File: src/rtl/mips_pkg.sv
// Shared definitions for the multi-cycle MIPS core: ALU codes, mux encodings, instruction layout.
package mips_pkg;

  localparam int DATA_W  = 32;
  localparam int REG_AW  = 5;
  localparam int OP_W    = 6;
  localparam int FUNCT_W = 6;

  localparam logic [2:0] ALU_AND = 3'b000;
  localparam logic [2:0] ALU_OR  = 3'b001;
  localparam logic [2:0] ALU_ADD = 3'b010;
  localparam logic [2:0] ALU_SUB = 3'b110;
  localparam logic [2:0] ALU_SLT = 3'b111;

  localparam logic [1:0] SRCB_B      = 2'b00;
  localparam logic [1:0] SRCB_FOUR   = 2'b01;
  localparam logic [1:0] SRCB_IMM    = 2'b10;
  localparam logic [1:0] SRCB_IMM_SH = 2'b11;

  localparam logic [1:0] PCSRC_ALU     = 2'b00;
  localparam logic [1:0] PCSRC_ALUOUT  = 2'b01;
  localparam logic [1:0] PCSRC_JUMP    = 2'b10;
  localparam logic [1:0] PCSRC_ALU_ALT = 2'b11;

  // R-type field view; I- and J-type fields are slices of the same 32 bits.
  typedef struct packed {
    logic [OP_W-1:0]    op;
    logic [REG_AW-1:0]  rs;
    logic [REG_AW-1:0]  rt;
    logic [REG_AW-1:0]  rd;
    logic [4:0]         shamt;
    logic [FUNCT_W-1:0] funct;
  } instr_t;

  function automatic logic [DATA_W-1:0] sign_ext(input logic [15:0] imm);
    return {{16{imm[15]}}, imm};
  endfunction

endpackage

File: src/rtl/regfile.sv
// 32x32 register file, two combinational read ports, one write port; r0 hardwired to zero.
// Reads return the pre-edge value during a write; reset clears every entry and blocks the write.
module regfile
  import mips_pkg::*;
(
  input  logic              clk,
  input  logic              reset,
  input  logic              we,
  input  logic [REG_AW-1:0] ra1,
  input  logic [REG_AW-1:0] ra2,
  input  logic [REG_AW-1:0] wa,
  input  logic [DATA_W-1:0] wd,
  output logic [DATA_W-1:0] rd1,
  output logic [DATA_W-1:0] rd2
);

  logic [DATA_W-1:0] mem [32];

  always_ff @(posedge clk) begin
    if (reset) begin
      for (int i = 0; i < 32; i++) begin
        mem[i] <= '0;
      end
    end else if (we && (wa != '0)) begin
      mem[wa] <= wd;
    end
  end

  assign rd1 = (ra1 == '0) ? '0 : mem[ra1];
  assign rd2 = (ra2 == '0) ? '0 : mem[ra2];

endmodule

File: src/rtl/multicycle_datapath.sv
// Multi-cycle MIPS datapath: PC, IR, MDR, A/B, ALUOut, register file and ALU under an external control word.
// ALU result on zero combinationally, in ALUOut next edge; no backpressure, control unit sequences every cycle.
module multicycle_datapath
  import mips_pkg::*;
#(
  parameter logic [31:0] RESET_PC = 32'h0000_0000
) (
  input  logic               clk,
  input  logic               reset,
  input  logic               pcen,
  input  logic               irwrite,
  input  logic               regwrite,
  input  logic               alusrca,
  input  logic               iord,
  input  logic               memtoreg,
  input  logic               regdst,
  input  logic [1:0]         alusrcb,
  input  logic [1:0]         pcsrc,
  input  logic [2:0]         alucontrol,
  input  logic [DATA_W-1:0]  readdata,
  output logic [DATA_W-1:0]  adr,
  output logic [DATA_W-1:0]  writedata,
  output logic [OP_W-1:0]    op,
  output logic [FUNCT_W-1:0] funct,
  output logic               zero
);

  logic [DATA_W-1:0] pc;
  instr_t            ir;
  logic [DATA_W-1:0] mdr;
  logic [DATA_W-1:0] a_q;
  logic [DATA_W-1:0] b_q;
  logic [DATA_W-1:0] aluout;

  logic [DATA_W-1:0] rd1;
  logic [DATA_W-1:0] rd2;
  logic [DATA_W-1:0] signimm;
  logic [DATA_W-1:0] srca;
  logic [DATA_W-1:0] srcb;
  logic [DATA_W-1:0] aluresult;
  logic [DATA_W-1:0] pcnext;
  logic [DATA_W-1:0] jump_target;
  logic [REG_AW-1:0] wa;
  logic [DATA_W-1:0] wd;

  assign signimm     = sign_ext({ir.rd, ir.shamt, ir.funct});
  assign jump_target = {pc[31:28], ir[25:0], 2'b00};

  // Write port is driven from pre-edge IR/MDR/ALUOut, so an IR load in the same cycle cannot redirect it.
  assign wa = regdst ? ir.rd : ir.rt;
  assign wd = memtoreg ? mdr : aluout;

  regfile u_regfile (
    .clk   (clk),
    .reset (reset),
    .we    (regwrite),
    .ra1   (ir.rs),
    .ra2   (ir.rt),
    .wa    (wa),
    .wd    (wd),
    .rd1   (rd1),
    .rd2   (rd2)
  );

  always_comb begin
    srca = alusrca ? a_q : pc;
    srcb = b_q;
    case (alusrcb)
      SRCB_B:      srcb = b_q;
      SRCB_FOUR:   srcb = 32'd4;
      SRCB_IMM:    srcb = signimm;
      SRCB_IMM_SH: srcb = {signimm[DATA_W-3:0], 2'b00};
      default:     srcb = b_q;
    endcase
  end

  always_comb begin
    aluresult = '0;
    case (alucontrol)
      ALU_ADD: aluresult = srca + srcb;
      ALU_SUB: aluresult = srca - srcb;
      ALU_AND: aluresult = srca & srcb;
      ALU_OR:  aluresult = srca | srcb;
      ALU_SLT: aluresult = {{(DATA_W-1){1'b0}}, ($signed(srca) < $signed(srcb))};
      default: aluresult = '0;
    endcase
  end

  always_comb begin
    pcnext = aluresult;
    case (pcsrc)
      PCSRC_ALU:     pcnext = aluresult;
      PCSRC_ALUOUT:  pcnext = aluout;
      PCSRC_JUMP:    pcnext = jump_target;
      PCSRC_ALU_ALT: pcnext = aluresult;
      default:       pcnext = aluresult;
    endcase
  end

  always_ff @(posedge clk) begin
    if (reset) begin
      pc     <= RESET_PC;
      ir     <= '0;
      mdr    <= '0;
      a_q    <= '0;
      b_q    <= '0;
      aluout <= '0;
    end else begin
      if (pcen) begin
        pc <= pcnext;
      end
      if (irwrite) begin
        ir <= instr_t'(readdata);
      end
      mdr    <= readdata;
      a_q    <= rd1;
      b_q    <= rd2;
      aluout <= aluresult;
    end
  end

  assign adr       = iord ? aluout : pc;
  assign writedata = b_q;
  assign op        = ir.op;
  assign funct     = ir.funct;
  assign zero      = (aluresult == '0);

endmodule

File: config.mk
export PLATFORM = sky130hd
export DESIGN_NAME = multicycle_datapath
export DESIGN_NICKNAME = d
export VERILOG_FILES = /design/src/rtl/mips_pkg.sv /design/src/rtl/regfile.sv /design/src/rtl/multicycle_datapath.sv
export SDC_FILE = /design/constraint.sdc
export NUM_CORES = 2
export LEC_CHECK = 0
export CORE_ASPECT_RATIO = 0.8
export CORE_MARGIN = 4
export CORE_UTILIZATION = 47
export CTS_CLUSTER_DIAMETER = 80
export DETAILED_ROUTE_END_ITERATION = 8
export PLACE_DENSITY = 0.75
export SLEW_MARGIN = 5
export SYNTH_ARGS = -nofsm -noshare
export SYNTH_HDL_FRONTEND = slang
export SYNTH_SLANG_ARGS = --single-unit
File: constraint.sdc
create_clock -name clk -period 12 [get_ports clk]
set_input_delay 2.4 -clock clk [delete_from_list [all_inputs] [get_ports clk]]
set_output_delay 2.4 -clock clk [all_outputs]
set_load 0.02 [all_outputs]
==> metrics.txt <==
sequential share of the synthesized area between 50% and 60%; hold_buf cts 0; top cells by count, synth 1262 x nor2_1, 1024 x edfxtp_1, 486 x mux2i_1; num ports ~130; CP Capture Type output pin; GPL Wtd Cong 0.9619; Hold Slack 0.4791 ns; Rows 122; Post-DP Area 68400 um2; P_sw 2.953 mW; clock slew at reported path FFs ~0.060 ns; first-pass GRT wire length roughly 330000 um; Vias/cell 6.724; TritonCTS clock tree done; port bufs between 100 and 150; cell breakdown of the critical path clkdlybuf4s50_1 -> and2_1 -> a21oi_1 -> o21ai_0 -> inv_1 -> ha_1 -> a21oi_1 -> o31ai_1 -> a2111oi_0 -> a21oi_1 -> nor2b_1 -> o41ai_1 -> nor4b_1 -> and4_1 -> and4_1 -> clkdlybuf4s50_1; part of the cycle the worst path needs a little over nine tenths; required time of the worst setup path 9.60 ns; Clock Power Share 36.1%; distinct cell type count after synthesis 84; # resized after CTS 0; Overflow after GRT 0; fillers 11619; Leakage roughly 24 nW; via count 50796; initial core utilization between 40% and 50%; TritonCTS Buffers 116; DR pass1 iterations 9; cell mode on critical path a21oi_1; H-tree depth 3; P_int 7.364 mW; startpoint types input port; CP top delay family compound AO/OA/AOI/OAI gates; maximum resistive drop on vdd 0.0001283 V; Die Width 424.8 um; number of synthesized flops with an enable pin 1024; count leader, synth nor2_1; layout cell share with drive strength beyond 1 15.34%; Synth Flop Type edfxtp_1; DRC 0; crit path DAT 8.85 ns; Post-Syn Area between 60000 and 70000 um2; final hold vios 0; Mapped Cells 5744; pins over their slew limit 0; outcome complete, no violations; final critical-path required period 11.25 ns; maximum root-to-sink buffer count 3; wire length per cell 30.75 um; FMAX 0.08892 GHz; Pwr per Cell Area 143.0 nW/um2; largest net degree at the start of global routing 116; Min-Delay Path Class flip-flop to flip-flop; die height 341.4 um; number of max-cap violations 0; core footprint 138100 um2; Multi-input gate area 28840 um2; Die Area 145000 um2; initial antenna violation count 1; Total GRT Usage 31.20%; critical path's slowest cell o41ai_1; RSZ-0062 raised after global routing no; Net Sw Frac 28.62%; part of the power in registers 47.4%; syn_area_per_cell between 10 and 15 um2; yosys synthesis warning count 0; placed wire-length estimate about 140000 um; synth top area cells edfxtp_1 47%, mux4_2 8.8%, mux2i_1 7.4%; worst-skew pair later-pin latency 0.77 ns; Combinational Power Share 16.5%; Synth Register Bits ~1200; First DRT Iteration DRCs approximately 9000; asr flop ratio synth 0%; Setup TNS Final 0 ns; crit-path max cell delay 1.08 ns; slew of the pin with the lowest slew margin 1.363 ns; CP Class input port to output pin; Slew HR around 8.0%; postcts setup bufs 0; vias in the first global route 49354; Final Net Count 5754; Final Skew 0.03823 ns; crit-path max FO 17; final setup vio count 0; CTS Sinks around 1200; Synth-to-Final Area Change 10.48%; Yosys top cell area share 47.07%; post-synth top area cell edfxtp_1; root buf cell clkbuf_16; post-route ant nets 0; Buf/Inv on CP 3; Final Cell Area roughly 72000 um2; Post-Route WL around 230000 um; area occupied by registers 34630 um2
-- worst min-delay path, cell delays in order (launching register included) --
cell,delay (ns)
dfxtp_1,0.32
nand2_1,0.06
a21oi_1,0.05
-- per-layer routing --
layer	GRT usage [%]	vias to the layer above	routed length, um
li1	-	20929	-
met1	43.97	24974	87620
met2	44.81	4071	98180
met3	8.314	822	33140
met4	15.07	0	13340
met5	0	-	0
-- power groups by stage --
stage                     Sequential [mW]  Clock, mW  Combinational [mW]
after floorplan                      4.90          0                1.07
after global placement               4.96          0                1.62
after detailed placement             4.98          0                1.63
after CTS                            4.89       3.72                1.64
after global routing                 4.91       3.91                1.77
final                                4.89       3.72                1.70
-- flip-flops by register name, summed over array words and instances (netlist names) --
name / cells
a_q: 32
aluout: 32
funct: 6
ir: 20
mdr: 32
op: 6
pc: 32
u_regfile.mem: 1024
writedata: 32
-- stage by stage --
stage          power [mW]  cells  utilization, %  setup slack, ns
2_1_floorplan       5.978   5775               -            3.113
3_3_place_gp        6.581   7334           49.51            1.073
3_5_place_dp        6.610   7334           49.51           0.9450
4_1_cts             10.25   7552           52.24           0.9088
5_1_grt             10.58   7552           52.24           0.4506
6_report            10.32   7554           52.24           0.7540
-- cell families after synthesis --
| logic type | Yosys count | synth area share, % |
|---|---|---|
| and+or+nand+nor | 1710 | 10.79 |
| muxes | 938 | 19.65 |
| xor gates and xnor gates | 21 | 0.2816 |
| AOI/OAI and AO/OA | 1085 | 10.22 |
| buffers and inverters | 659 | 3.886 |
| other | 1 | 0.005741 |
| DFF | 1216 | 52.96 |
| adders and majority gates | 114 | 2.207 |
-- worst paths after layout --
kind / from / endpoint / slack, ns / depth (start not counted)
hold reg to reg: pc[14] / pc[14] / 0.48 / 2
setup reg to reg: ir[15] / pc[0] / 7.01 / 13
hold / removal: pc[14] / pc[14] / 0.48 / 2
setup / recovery: alusrcb[1] / zero / 0.75 / 16
-- area by class of cell --
class                           instances  share of cell area (%)
Inverter                              107                  0.5565
Clock buffer                          148                   4.360
Clock inverter                         70                  0.8530
Antenna cell                            2                0.006935
Sequential cell                      1216                   47.98
Tap cell                             1860                   3.225
Multi-Input combinational cell       3900                   39.96
Timing Repair Buffer                  251                   3.053
-- cells in the final DEF, fill, tap and decap left out, types with 32 or more instances in the layout --
master	synthesis	routed
edfxtp_1	1024	1024
nand2_1	160	112
conb_1	1	32
clkdlybuf4s50_1	0	119
o221ai_1	129	129
dfxtp_1	192	182
nand2_2	0	48
ha_1	112	110
a21oi_1	416	416
mux4_2	256	256
nor2_1	1262	1262
buf_4	12	126
nor3_1	95	95
nor2b_1	57	54
mux2i_1	486	454
o21ai_0	216	216
inv_1	106	106
mux2_2	196	196
clkbuf_16	0	119
o22ai_1	139	139
Power figures use the tool's default switching activity.
